**config.mk**
```make
export PLATFORM = sky130hd
export DESIGN_NAME = if_fetch_unit
export DESIGN_NICKNAME = d
export VERILOG_FILES = /design/src/rtl/if_fetch_unit.sv
export SDC_FILE = /design/constraint.sdc
export NUM_CORES = 1
export LEC_CHECK = 0
export ABC_AREA = 1
export BUFFER_PORTS_ARGS = -buffer_cell sky130_fd_sc_hd__buf_2
export CORE_AREA = 10 10 144 146
export CTS_CLUSTER_SIZE = 12
export DETAILED_ROUTE_END_ITERATION = 7
export DIE_AREA = 0 0 154 156
export HOLD_SLACK_MARGIN = 0.08
export PLACE_DENSITY = 0.67
export SYNTH_ARGS = -nofsm -noshare
export SYNTH_HDL_FRONTEND = slang
export SYNTH_SLANG_ARGS = --single-unit
```
**constraint.sdc**
```tcl
create_clock -name CLK -period 5 [get_ports CLK]
set_input_delay 0 -clock CLK [delete_from_list [all_inputs] [get_ports CLK]]
set_output_delay 0 -clock CLK [all_outputs]
set_load 0.01 [all_outputs]
```
**src/rtl/if_fetch_unit.sv**
```systemverilog
// Instruction-fetch stage: fetch PC, req/gnt/rvalid memory handshake, and a {PC, INSTR} buffer toward decode.
// Optional performance counters are enabled by defining FETCH_PERF_EN.
module if_fetch_unit #(
  parameter logic [31:0] RESET_PC   = 32'h0000_0000,
  parameter int unsigned FIFO_DEPTH = 2
) (
  input  logic        CLK,
  input  logic        RST_N,
  input  logic        REDIRECT,
  input  logic [31:0] REDIRECT_PC,
  output logic        IMEM_REQ,
  output logic [31:0] IMEM_ADDR,
  input  logic        IMEM_GNT,
  input  logic        IMEM_RVALID,
  input  logic [31:0] IMEM_RDATA,
  output logic        IF_VALID,
  output logic [31:0] IF_PC,
  output logic [31:0] IF_INSTR,
  input  logic        IF_READY
`ifdef FETCH_PERF_EN
  ,
  output logic [31:0] PERF_FETCHED,
  output logic [31:0] PERF_STALL
`endif
);

  localparam int unsigned PW = $clog2(FIFO_DEPTH);
  localparam int unsigned CW = PW + 1;
  localparam logic [CW-1:0] DEPTH_C = CW'(FIFO_DEPTH);

  typedef enum logic [1:0] {
    S_IDLE,
    S_REQ,
    S_WAIT
  } state_t;

  state_t        r_state;
  state_t        w_state_nxt;
  logic [31:0]   r_fetch_pc;
  logic [31:0]   w_pc_nxt;
  logic [31:0]   r_req_pc;
  logic          r_drop;
  logic          w_drop_nxt;
  logic [CW-1:0] r_count;
  logic [CW-1:0] w_count_nxt;
  logic [PW-1:0] r_rd_ptr;
  logic [PW-1:0] r_wr_ptr;
  logic [31:0]   r_mem_pc    [FIFO_DEPTH];
  logic [31:0]   r_mem_instr [FIFO_DEPTH];

  logic w_gnt;
  logic w_rsp;
  logic w_push;
  logic w_pop;
  logic w_space;
  logic w_unused;

  assign w_unused = ^REDIRECT_PC[1:0];

  assign IMEM_REQ  = (r_state == S_REQ);
  assign IMEM_ADDR = r_fetch_pc;
  assign IF_VALID  = (r_count != '0);
  assign IF_PC     = r_mem_pc[r_rd_ptr];
  assign IF_INSTR  = r_mem_instr[r_rd_ptr];

  // WAIT is the only state with a request in flight, so a response is only honoured there.
  assign w_gnt  = (r_state == S_REQ) && IMEM_GNT;
  assign w_rsp  = (r_state == S_WAIT) && IMEM_RVALID;
  assign w_push = w_rsp && !r_drop && !REDIRECT;
  assign w_pop  = IF_VALID && IF_READY && !REDIRECT;

  always_comb begin
    w_count_nxt = r_count;
    if (REDIRECT) begin
      w_count_nxt = '0;
    end else begin
      case ({w_push, w_pop})
        2'b10:   w_count_nxt = r_count + CW'(1);
        2'b01:   w_count_nxt = r_count - CW'(1);
        default: w_count_nxt = r_count;
      endcase
    end
  end

  // Space is judged on post-update occupancy with nothing outstanding, which gives the 2-cycle fetch loop.
  assign w_space = (w_count_nxt < DEPTH_C);

  always_comb begin
    w_state_nxt = r_state;
    w_pc_nxt    = r_fetch_pc;
    w_drop_nxt  = r_drop;
    case (r_state)
      S_IDLE: begin
        if (w_space) w_state_nxt = S_REQ;
      end
      S_REQ: begin
        if (w_gnt) begin
          w_pc_nxt    = r_fetch_pc + 32'd4;
          w_state_nxt = S_WAIT;
        end
      end
      S_WAIT: begin
        if (w_rsp) begin
          w_drop_nxt  = 1'b0;
          w_state_nxt = w_space ? S_REQ : S_IDLE;
        end
      end
      default: w_state_nxt = S_IDLE;
    endcase
    // A response landing in the redirect cycle is already consumed, so it needs no drop.
    if (REDIRECT) begin
      w_pc_nxt = {REDIRECT_PC[31:2], 2'b00};
      if (w_gnt || ((r_state == S_WAIT) && !IMEM_RVALID)) begin
        w_drop_nxt  = 1'b1;
        w_state_nxt = S_WAIT;
      end else begin
        w_drop_nxt  = 1'b0;
        w_state_nxt = S_REQ;
      end
    end
  end

  always_ff @(posedge CLK) begin
    if (!RST_N) begin
      r_state    <= S_IDLE;
      r_fetch_pc <= {RESET_PC[31:2], 2'b00};
      r_req_pc   <= '0;
      r_drop     <= 1'b0;
      r_count    <= '0;
      r_rd_ptr   <= '0;
      r_wr_ptr   <= '0;
    end else begin
      r_state    <= w_state_nxt;
      r_fetch_pc <= w_pc_nxt;
      r_drop     <= w_drop_nxt;
      r_count    <= w_count_nxt;
      if (w_gnt) r_req_pc <= r_fetch_pc;
      if (REDIRECT) begin
        r_rd_ptr <= '0;
        r_wr_ptr <= '0;
      end else begin
        if (w_push) r_wr_ptr <= r_wr_ptr + PW'(1);
        if (w_pop)  r_rd_ptr <= r_rd_ptr + PW'(1);
      end
    end
  end

  always_ff @(posedge CLK) begin
    if (w_push) begin
      r_mem_pc[r_wr_ptr]    <= r_req_pc;
      r_mem_instr[r_wr_ptr] <= IMEM_RDATA;
    end
  end

`ifdef FETCH_PERF_EN
  logic [31:0] r_perf_fetched;
  logic [31:0] r_perf_stall;

  always_ff @(posedge CLK) begin
    if (!RST_N) begin
      r_perf_fetched <= '0;
      r_perf_stall   <= '0;
    end else begin
      if (w_push) r_perf_fetched <= r_perf_fetched + 32'd1;
      if (!IF_VALID && IF_READY) r_perf_stall <= r_perf_stall + 32'd1;
    end
  end

  assign PERF_FETCHED = r_perf_fetched;
  assign PERF_STALL   = r_perf_stall;
`endif

endmodule

```
==> summary.md <==
| Metric | Value |
|---|---|
| Outcome | `complete, no violations` |
| Worst r2r src | `r_state[1]` |
| Routed Antenna Nets | `0` |
| Top cells by area, synth | `edfxtp_1 (47%), dfxtp_1 (17%), mux2_2 (8.8%), nand2_1 (7.5%), a21oi_1 (3.3%)` |
| Initial antenna violation count | `0` |
| Clock Skews | `slightly below 10 ps` |
| Number of synthesized flops with an enable pin | `about 120` |
| CTS H-tree depth | `4` |
| Syn avg cell area | `11.0 µm²` |
| Placed Cells | `1,086` |
| Crit Path Max Fanout | `33` |
| Adder-Cell Fraction of Synth Area | `less than 1%` |
| # clock sinks | `192` |
| Initial Utilization | `44.6%` |
| Pins Over Slew Limit | `0` |
| RSZ-0062 raised after global routing | `no` |
| Primary FF master, synth | `edfxtp_1` |
| Routability cong. | `roughly 0.9` |
| Synth async-reset ratio | `0%` |
| Post-DR wirelength/cell | `~17 µm` |
| Yosys warning total | `0` |
| Num CTS Buffers | `17` |
| IO buf count | `around 160` |
| Worst VDD drop | `~0.25 mV` |
| Total negative setup slack | `0 ps` |
| Max cap viols | `0` |
| Synth Area in Compound Gates | `approximately 6.5%` |
| CTS root buf | `clkbuf_16` |
| Area growth syn-to-layout | `27.8%` |
| First-pass GRT wire length | `approximately 31,000 µm` |
| Max Buffers Root-to-Sink | `2` |
| DRT Pass-1 Iters | `4` |
| Tmin final | `approximately 2700 ps` |
| Distinct cells, synth | `30` |
| Critical path class | `flip-flop to flip-flop` |
| Final hold vios | `0` |
| Vias in the first global route | `just under 6,000` |
| Synth top area share | `about 47%` |
| Non-Filler Instances | `around 1,200` |
| Fin nets | `between 1,000 and 1,500` |
| Total gr overflow | `0` |
| Largest net degree at the start of global routing | `49` |
| Post-synthesis mux area share | `just under 9%` |
| Actual slew at the worst max-slew pin | `around 950 ps` |
| Number of fill cells | `roughly 1,500` |
| Fmax | `between 0.3 and 0.4 GHz` |
| XOR/XNOR share of the synthesized area | `under 10%` |
| Post-CTS sizing | `0` |
| DIE WIDTH | `roughly 150 µm` |
| Total global-route track usage | `16.2%` |
| Worst setup SP type | `flip-flop` |
| Max-slew headroom | `36.4%` |
| Via/cell ratio | `between 4 and 5` |
| Crit path arrival time | `2780 ps` |
| HP Class | `primary input to flip-flop` |
| Simple-gate share of the synthesized area | `roughly 14%` |
| TritonCTS clock tree | `done` |
| Fin crit share | `between 50% and 60%` |
| Ant diodes | `0` |
| Commonest cells post-synth | `nand2_1 (159), edfxtp_1 (124), dfxtp_1 (68)` |
| Worst-path clk slew | `approximately 70 ps` |
| Remaining DRCs | `0` |
| Power Density | `321 nW/µm²` |
| Core area | `17,800 µm²` |
| Share of layout cells above drive strength 1 | `between 20% and 30%` |
| Top Ports | `~170` |
| Routed wire length | `19,700 µm` |
| CP Capture Type | `flip-flop` |
| Final setup vio count | `0` |
| DPL Wire Length | `13,300 µm` |
| Largest family of logic cells by synthesized area | `simple AND/OR/NAND/NOR gates` |
| Die area | `around 24,000 µm²` |
| Vias | `5,875` |
| Post-synthesis instance area | `7960 µm²` |
| Synth area leader | `edfxtp_1` |
| 1st-iter DRT viols | `between 300 and 400` |
| Setup crit start | `r_state[1]` |
| Post-CTS setup repair buffer count | `0` |
| P_leak | `3.87 nW` |
| Worst-skew pair later-pin latency | `between 400 and 500 ps` |
| Most common cell in the netlist | `nand2_1` |
| Worst EP required | `a little over 5000 ps` |
| Die H | `156 µm` |
| Syn Inst Count | `722` |
| Yosys reg bits | `~190` |
| Hold_sp | `REDIRECT` |
| Row Count | `just under 50` |
| Register area share after synthesis | `between 60% and 70%` |
[what timing repair did]
| item | in CTS | in global routing |
|---|---|---|
| endpoints found under the setup margin | 0 | 0 |
| hold buffers | 69 | 0 |
| hold endpoints to repair | 101 | 0 |
[registers in the layout, summed over array words and instances, names as in the netlist, named ones only]
register / flops
r_req_pc: 30
r_mem_instr: 64
r_wr_ptr: 1
r_drop: 1
r_state: 2
r_rd_ptr: 1
r_count: 2
IMEM_ADDR: 30
r_mem_pc: 60
[worst max-delay path, stage by stage, from the launching register on]
cell	delay (ps)
dfxtp_1	350
inv_1	60
nor2_1	130
nand2_1	80
nor3_1	220
inv_1	180
nor2_4	750
buf_4	550
[stage by stage]
stage                     hold slack [ps]  cell area [µm²]  util (%)  setup slack, ps  power, mW
after global placement                187             8930      50.0             2300       1.97
after detailed placement              191             8930      50.0             2260       1.98
after global routing                  129            10200      57.0             2050       3.39
after floorplan                      98.9             7970         -             1070       1.90
final                                 106            10200      57.0             2280       3.26
after CTS                            82.4            10200      57.0             2240       3.29
[area by class of cell]
cell class                 instances  area [µm²]  area share, %
clock buffer                      21         440           4.33
clock inverter                    11         106           1.05
inverter                          45         169           1.66
multi-input combinational        455        2550           25.1
sequential                       192        5090           50.0
tap                              229         287           2.82
timing repair buffer             234        1530           15.0
[kinds of logic (layout without fill, tap and decap cells)]
group / Yosys count / count (layout)
other cells: 1 / 4
mux: 62 / 62
fa+ha+maj: 2 / 2
simple gates: 273 / 273
compound gates: 99 / 99
buf+inv: 78 / 311
xor+xnor: 15 / 15
flops: 192 / 192
[metal layers]
layer	vias to the layer above	share of wire, %	global-route usage (%)
met5	-	0	0
li1	2929	-	-
met2	176	46	25.6
met4	0	1.4	4.77
met3	19	7.0	5.62
met1	2751	45	20.5
[placed cells by master (no fill, tap or decap), drive strengths merged]
cell type	n
buf	165
a31oi	5
a21oi	53
inv	49
ha	2
nor2	71
clkbuf	21
a211oi	1
clkinvlp	1
bufinv	1
nand3	29
clkinv	5
nor3	3
a22o	3
nand4	6
nand2	162
xnor2	2
o21ai	37
conb	4
dfxtp	68
nand3b	2
xor2	13
mux2	62
edfxtp	124
dlygate4sd3	69
[where the power goes]
part	switching, mW	leakage [nW]	internal [mW]	total, mW
combinational	0.126	1.93	0.104	0.230
clock	0.580	0.267	0.693	1.27
sequential	0.0387	1.67	1.72	1.76
[path summary, 6_finish.rpt]
path	endpoint	slack, ps	depth (start not counted)
setup / recovery	r_mem_instr[1][1]	2280	7
hold / removal	IMEM_ADDR[3]	110	3
setup reg to reg	r_mem_instr[1][1]	2280	7
hold reg to reg	r_mem_pc[1][23]	460	0
(Power assumes the default switching activity.)
